==> src/rtl/hazard_scoreboard.sv <==
// -----------------------------------------------------------------------------
// hazard_scoreboard
//
// Decode-stage hazard detector for the in-order pipeline. A shift-register
// scoreboard remembers the last DEPTH issued instructions (destination
// register plus remaining result latency). When the instruction in decode reads
// a register whose producer has not yet reached its forwarding point, the
// block raises stall.
//
// Optional feature macro: HDU_STALL_COUNT_EN
//   When this macro is defined, the stall_count port and a saturating 16-bit
//   stall-cycle counter are present. When it is undefined, neither exists.
//
// Ports:
//   clk                        rising-edge clock
//   rst                        asynchronous active-high reset
//   issue_valid                decode holds a valid instruction
//   issue_opcode               decode opcode
//   issue_rs1 / issue_rs2      source register addresses
//   issue_rs1_used / _rs2_used the source register is actually read
//   issue_rd / issue_rd_we     destination register and its write enable
//   flush                      squash all in-flight tracking (branch taken)
//   stall                      hold decode and inject a bubble
//   hazard_rs1 / hazard_rs2    per-source hazard flags
//   stall_count                cumulative stall cycles (HDU_STALL_COUNT_EN only)
// -----------------------------------------------------------------------------
module hazard_scoreboard #(
  parameter int                     OPCODE_W    = 4,
  parameter int                     REG_W       = 4,
  parameter logic [OPCODE_W-1:0]    LOAD_OPCODE = 4'b1010,
  parameter int                     LOAD_LAT    = 2,
  parameter logic [OPCODE_W-1:0]    MUL_OPCODE  = 4'b1011,
  parameter int                     MUL_LAT     = 3,
  parameter int                     DEPTH       = 3
) (
  input  logic                clk,
  input  logic                rst,
  input  logic                issue_valid,
  input  logic [OPCODE_W-1:0] issue_opcode,
  input  logic [REG_W-1:0]    issue_rs1,
  input  logic [REG_W-1:0]    issue_rs2,
  input  logic                issue_rs1_used,
  input  logic                issue_rs2_used,
  input  logic [REG_W-1:0]    issue_rd,
  input  logic                issue_rd_we,
  input  logic                flush,
  output logic                stall,
  output logic                hazard_rs1,
  output logic                hazard_rs2
`ifdef HDU_STALL_COUNT_EN
  ,
  output logic [15:0]         stall_count
`endif
);

  localparam int REM_W = $clog2(DEPTH + 1);

  // Scoreboard slots; index 0 holds the most recently issued instruction.
  logic [DEPTH-1:0] valid_q, valid_d;
  logic [REG_W-1:0] rd_q  [DEPTH];
  logic [REG_W-1:0] rd_d  [DEPTH];
  logic [REM_W-1:0] rem_q [DEPTH];
  logic [REM_W-1:0] rem_d [DEPTH];

  logic hit_rs1, hit_rs2;
  logic slot0_valid;

  // Result latency an instruction carries into the scoreboard. Anything that
  // is not a long-latency class is forwardable right away (rem = 0).
  function automatic logic [REM_W-1:0] entry_rem(input logic [OPCODE_W-1:0] op);
    logic [REM_W-1:0] r;
    r = '0;
    if (op == LOAD_OPCODE) r = REM_W'(LOAD_LAT);
    else if (op == MUL_OPCODE) r = REM_W'(MUL_LAT);
    return r;
  endfunction

  function automatic logic [REM_W-1:0] dec_sat(input logic [REM_W-1:0] r);
    return (r == '0) ? '0 : r - 1'b1;
  endfunction

  // Hazard detection: any live slot that is still short of its forwarding
  // point and writes the register being read. Register 0 is hardwired zero.
  always_comb begin
    hit_rs1 = 1'b0;
    hit_rs2 = 1'b0;
    for (int k = 0; k < DEPTH; k++) begin
      if (valid_q[k] && (rem_q[k] != '0)) begin
        if (rd_q[k] == issue_rs1) hit_rs1 = 1'b1;
        if (rd_q[k] == issue_rs2) hit_rs2 = 1'b1;
      end
    end
    hazard_rs1 = issue_valid & issue_rs1_used & (issue_rs1 != '0) & hit_rs1;
    hazard_rs2 = issue_valid & issue_rs2_used & (issue_rs2 != '0) & hit_rs2;
    // A flush squashes the decode instruction anyway, so holding it is pointless.
    stall      = (hazard_rs1 | hazard_rs2) & ~flush;
  end

  // Next scoreboard state: shift toward older slots while ageing the latency.
  // A stalled instruction does not issue, so slot 0 receives a bubble.
  always_comb begin
    slot0_valid = issue_valid & issue_rd_we & ~stall & ~flush;
    valid_d[0]  = slot0_valid;
    rd_d[0]     = issue_rd;
    rem_d[0]    = slot0_valid ? entry_rem(issue_opcode) : '0;
    for (int k = 1; k < DEPTH; k++) begin
      valid_d[k] = valid_q[k-1] & ~flush;
      rd_d[k]    = rd_q[k-1];
      rem_d[k]   = flush ? '0 : dec_sat(rem_q[k-1]);
    end
  end

  always_ff @(posedge clk or posedge rst) begin
    if (rst) begin
      valid_q <= '0;
      for (int k = 0; k < DEPTH; k++) begin
        rd_q[k]  <= '0;
        rem_q[k] <= '0;
      end
    end else begin
      valid_q <= valid_d;
      for (int k = 0; k < DEPTH; k++) begin
        rd_q[k]  <= rd_d[k];
        rem_q[k] <= rem_d[k];
      end
    end
  end

`ifdef HDU_STALL_COUNT_EN
  logic [15:0] stall_count_q, stall_count_d;

  // Saturating counter so a long stall storm never wraps back to a small value.
  always_comb begin
    stall_count_d = stall_count_q;
    if (stall && (stall_count_q != 16'hFFFF)) stall_count_d = stall_count_q + 16'd1;
  end

  always_ff @(posedge clk or posedge rst) begin
    if (rst) stall_count_q <= '0;
    else     stall_count_q <= stall_count_d;
  end

  assign stall_count = stall_count_q;
`endif

endmodule

==> config.mk <==
export PLATFORM = sky130hd
export DESIGN_NAME = hazard_scoreboard
export DESIGN_NICKNAME = d
export VERILOG_FILES = /design/src/rtl/hazard_scoreboard.sv
export SDC_FILE = /design/constraint.sdc
export NUM_CORES = 1
export LEC_CHECK = 0
export CORE_UTILIZATION = 47
export CTS_CLUSTER_SIZE = 24
export DETAILED_ROUTE_END_ITERATION = 8
export GPL_ROUTABILITY_DRIVEN = 0
export GPL_TIMING_DRIVEN = 0
export PLACE_DENSITY = 0.88
export SYNTH_ARGS = -nofsm -noshare
export SYNTH_HDL_FRONTEND = slang
export SYNTH_SLANG_ARGS = --single-unit
==> constraint.sdc <==
create_clock -name clk -period 2 [get_ports clk]
set_clock_uncertainty 0.15 [all_clocks]
set_input_delay 0.3 -clock clk [delete_from_list [all_inputs] [get_ports clk]]
set_output_delay 0.3 -clock clk [all_outputs]
set_load 0.1 [all_outputs]
======== Yosys cells after proc, flatten, opt, wreduce, memory -nomap -nowiden ========
Cells that the tools add are included.
storage, ports and cells
  register bits ........................... 21
  latch bits .............................. 0
  memory bits (writable) .................. 0
  memory bits (read-only) ................. 0
  bits of input ports ..................... 23
  output and inout port bits .............. 3
  logic and storage cells ................. 61
  memories ................................ 0
cells by class
  add/sub/neg operators ................... 2
  multiply operators ...................... 0
  divide/modulo/power cells ............... 0
  $lt $le $gt $ge ......................... 0
  equal/unequal tests ..................... 8
  shift operators ......................... 0
  mux-type cells .......................... 19
  bitwise operators ....................... 15
  reduce and logical (&&, ||, !) cells .... 10
operators with widths
  cell                   count
  $eq A4 B4 Y1           6
  $mux W2                7
  $and A1 B1 Y1          12
  $mux W1                12
  $eq A4 B4 Y1 const B   2
  $reduce_bool A4 Y1     2
  $reduce_bool A2 Y1     3
  $logic_not A2 Y1       2
  $sub A2 B1 Y2 const B  2
  $logic_and A1 B1 Y1    3
  $not A1 Y1             2
  $or A1 B1 Y1           1

======== Logic depth before layout (Yosys ltp) ========
  depth after elaboration ................. 14
  gate-level depth with buffers ........... 6
  mapped depth without buffers ............ 6

======== Least setup slack after synthesis ========
No wires, ideal clock.
  path type ............................... register -> output
  start ................................... reg rd_q (netlist bit rd_d[4])
  end ..................................... out stall
  arrival time ............................ 2433 ps
  required time ........................... 1550 ps
  path slack .............................. -883 ps
  stages on the path, launching flop included .. 6
  buffers on the path ..................... 0
  cell sequence ........................... dfrtp_1 > xor2_1 > nor3_1 > a32o_1 > o21ai_2 > a21oi_1
on the way
  cells in the longest elaborated chain, start to end .. 10
  elaborated cells on any way between the ends .. 18
  those cells by class .................... 2 x eq/ne; 12 x mux; 4 x bitwise
ends and longest elaborated chain
  item                               line    source
  from (decl)                        60      logic [REG_W-1:0] rd_q [DEPTH];
  from (signal, indexed assignment)  123     rd_q[k] <= rd_d[k];
  $eq A4 B4 Y1 (on tied branches)    89, 90
  $mux W1 (on tied branches)         89, 90
  $mux W1                            88      if (valid_q[k] && (rem_q[k] != '0)) begin
  $mux W1 (on tied branches)         89, 90
  $mux W1                            88
  $mux W1 (on tied branches)         89, 90
  $mux W1                            88
  $and A1 B1 Y1 (on tied branches)   93, 94
  $or A1 B1 Y1 (*)                   96      stall = (hazard_rs1 | hazard_rs2) & ~flush;
  $and A1 B1 Y1 (*)                  96
  to (decl)                          47      output logic stall,
Every way passes the cells marked *; elsewhere a longest branch is shown, timed or not.

======== Worst setup path after layout ========
Ends and elaborated chain as after synthesis.

==> qor.yml <==
place_hpwl_mm: 1.63
crit_slowest_cell: "dfrtp_1"
leakagePower_nw: 0.641
max_cap_viol_count: 0
drtPass1Iterations: 4
initialDrtViolationCount: 8
worst-setup-path-type: "flip-flop to primary output"
ys_types: 21
core_area_um2: 1960
ir_drop_v: 0.000422
crit_fanout: 3
start_util_pct: 50.3
port_buffers: 25
syn_area_um2: 986
worstPathArrival_ps: 1760
rsz0062_at_grt: "true"
switchingPower_w: 0.000200
clock-root-buffer: "clkbuf_4"
cts_buffers: 3
cts_tree: "built"
fmax_mhz: 452
fillers: 155
gr-total-overflow: 0
die-width_um: 47.8
cts.clk_slew.worst_paths_ps: 100
worst_slack_ps: -214
hold_buffers: 0
grt_first_pass_wirelength_mm: 3.56
synth_top_family_by_area: "XOR/XNOR gates"
wire_per_inst_um: 15.9
yosysWarnings: 0
tns_ps: -599
grt_usage_pct: 24.0
power_frac_comb_pct: 16.5
ys_seq_area_share_pct: 53.3
synthSimpleGateAreaFrac_pct: 16.9
cp-start-kind: "flip-flop"
nets: 146
die-area_um2: 2280
dp_slack_ps: -1310
p_per_area_nw_per_um2: 543
io_pins: 26
slowest_delay_ps: 450
ys_ff_latch: 21
violations: "negative setup slack"
drive_gt1_share_pct: 27.0
wirelength_mm: 2.37
grt_max_degree: 22
layout_common_cells: "dfrtp_1, clkdlybuf4s50_1, xor2_1"
worstSkewPairLatency_ps: 310
hold_path.class: "input pin to flip-flop"
synthXorXnorAreaFrac_pct: 21.3
p_int_w: 0.000585
cts_num_sinks: 21
synth_adder_area_share_pct: 0
seqPwrFrac_pct: 57.7
synth_compound_area_share_pct: 7.36
drt.antenna.violating_nets: 0
path_cells: "xor2_2 -> nor3_2 -> a32o_2 -> o21ai_4 -> a21oi_4 -> buf_12"
final-hold-violation-count: 0
synth_mux_area_share_pct: 0
syn_inst: 85
vias: 775
period_needed_ps: 2210
clk_path_buf_depth: 2
cts.htree.levels: 1
required_ps: 1550
fin_crit_sh_pct: 111
status: "finished, violations left"
final_common_cell: "dfrtp_1"
syn_area_per_cell_um2: 11.6
drc: 0
die-height_um: 47.8
grt_pass1_vias: 789
relSlewSlack_pct: 47.3
syn_nets: 108
std_cell_rows: 16
area_growth_syn_to_layout_pct: 46.7
maxSlewViolCount: 0
vias_per_cell: 5.20
clkPwrFrac_pct: 25.8
setup_viol: 3
sw_frac_of_total_pct: 25.5
worst_pin_slew_ps: 789
num_antenna_cells: 0
antenna_found_initial: 0
critPathCaptureType: "primary output"
[cells in the mapped netlist, drive strengths merged]
library cell | n | area share, %
dfrtp | 21 | 53
xnor2 | 12 | 11
xor2 | 12 | 11
nor3 | 7 | 4.6
nor2 | 6 | 2.3
o21ai | 5 | 4.8
nand2 | 4 | 1.5
inv | 3 | 1.1
a32o | 2 | 2.0
and3b | 2 | 1.8
nand4 | 2 | 1.3
nor2b | 2 | 1.3
nor3b | 2 | 1.5
nor4 | 2 | 1.3
a21oi | 1 | 0.51
and3 | 1 | 0.63
nand3b | 1 | 0.76
[layout make-up]
class | count | area (um2) | area share, %
clock buffers | 4 | 26.3 | 1.82
inverters | 3 | 11.3 | 0.779
multi-input cells | 61 | 519 | 35.9
flip-flops and latches | 21 | 526 | 36.3
well taps | 27 | 33.8 | 2.34
repair buffers | 33 | 330 | 22.8
[critical path, delay by kind of cell, from the launching register on]
family	cells	cell delay (ps)
simple gates	1	190
buf+inv	1	190
flops	1	450
xor+xnor	1	170
compound gates	3	460
[cell families after synthesis]
logic type / after synthesis
and+or+nand+nor: 29
buffers and inverters: 3
DFF: 21
AOI/OAI and AO/OA: 8
xor gates and xnor gates: 24
[metrics by stage]
| step | hold slack [ps] | utilization [%] | instance area, um2 | total power (W) | std cells |
|---|---|---|---|---|---|
| finish | 271 | 73.7 | 1450 | 0.000785 | 149 |
| global route | 254 | 73.7 | 1450 | 0.000824 | 149 |
| CTS | 263 | 72.0 | 1410 | 0.000783 | 148 |
| detailed placement | 278 | 65.3 | 1280 | 0.000581 | 137 |
| global placement | 267 | 65.3 | 1280 | 0.000574 | 137 |
| floorplan | 127 | - | 997 | 0.000510 | 85 |
[timing repair]
item                       in CTS  in global routing
gates cloned                    0                  0
setup buffers                   7                  1
resized for setup              43                  5
setup endpoints to repair       3                  3
pin swaps                      11                  6
[final timing paths]
kind	depth (start not counted)	from	end	slack, ps
max reg2reg	8	rd_d[3]	valid_q[0]	70
min	1	issue_rd[3]	rd_d[7]	270
min in group asynchronous	2	rst	rd_d[3]	280
max in group asynchronous	2	rst	rd_d[4]	920
min reg2reg	0	rd_d[2]	rd_q[2]	310
max	6	rd_d[4]	stall	-210
[registers in the layout, indices dropped and copies added (netlist names)]
| name | flops |
|---|---|
| rem_q | 6 |
| rd_d | 8 |
| valid_q | 3 |
| rd_q | 4 |
[power by group through the flow]
stage          registers (W)  clock network, W  logic [W]
2_1_floorplan       0.000459                 0  0.0000517
3_3_place_gp        0.000460                 0   0.000113
3_5_place_dp        0.000462                 0   0.000120
4_1_cts             0.000452          0.000208   0.000123
5_1_grt             0.000455          0.000229   0.000140
6_report            0.000453          0.000202   0.000130
[routing by layer]
layer	GRT usage (%)	part of all wire [%]	vias up
li1	-	-	363
met1	26.2	39	376
met2	44.1	54	27
met3	3.77	3.5	9
met4	12.8	3.7	0
met5	0	0	-
No activity file was read; power rests on OpenSTA's default activity.
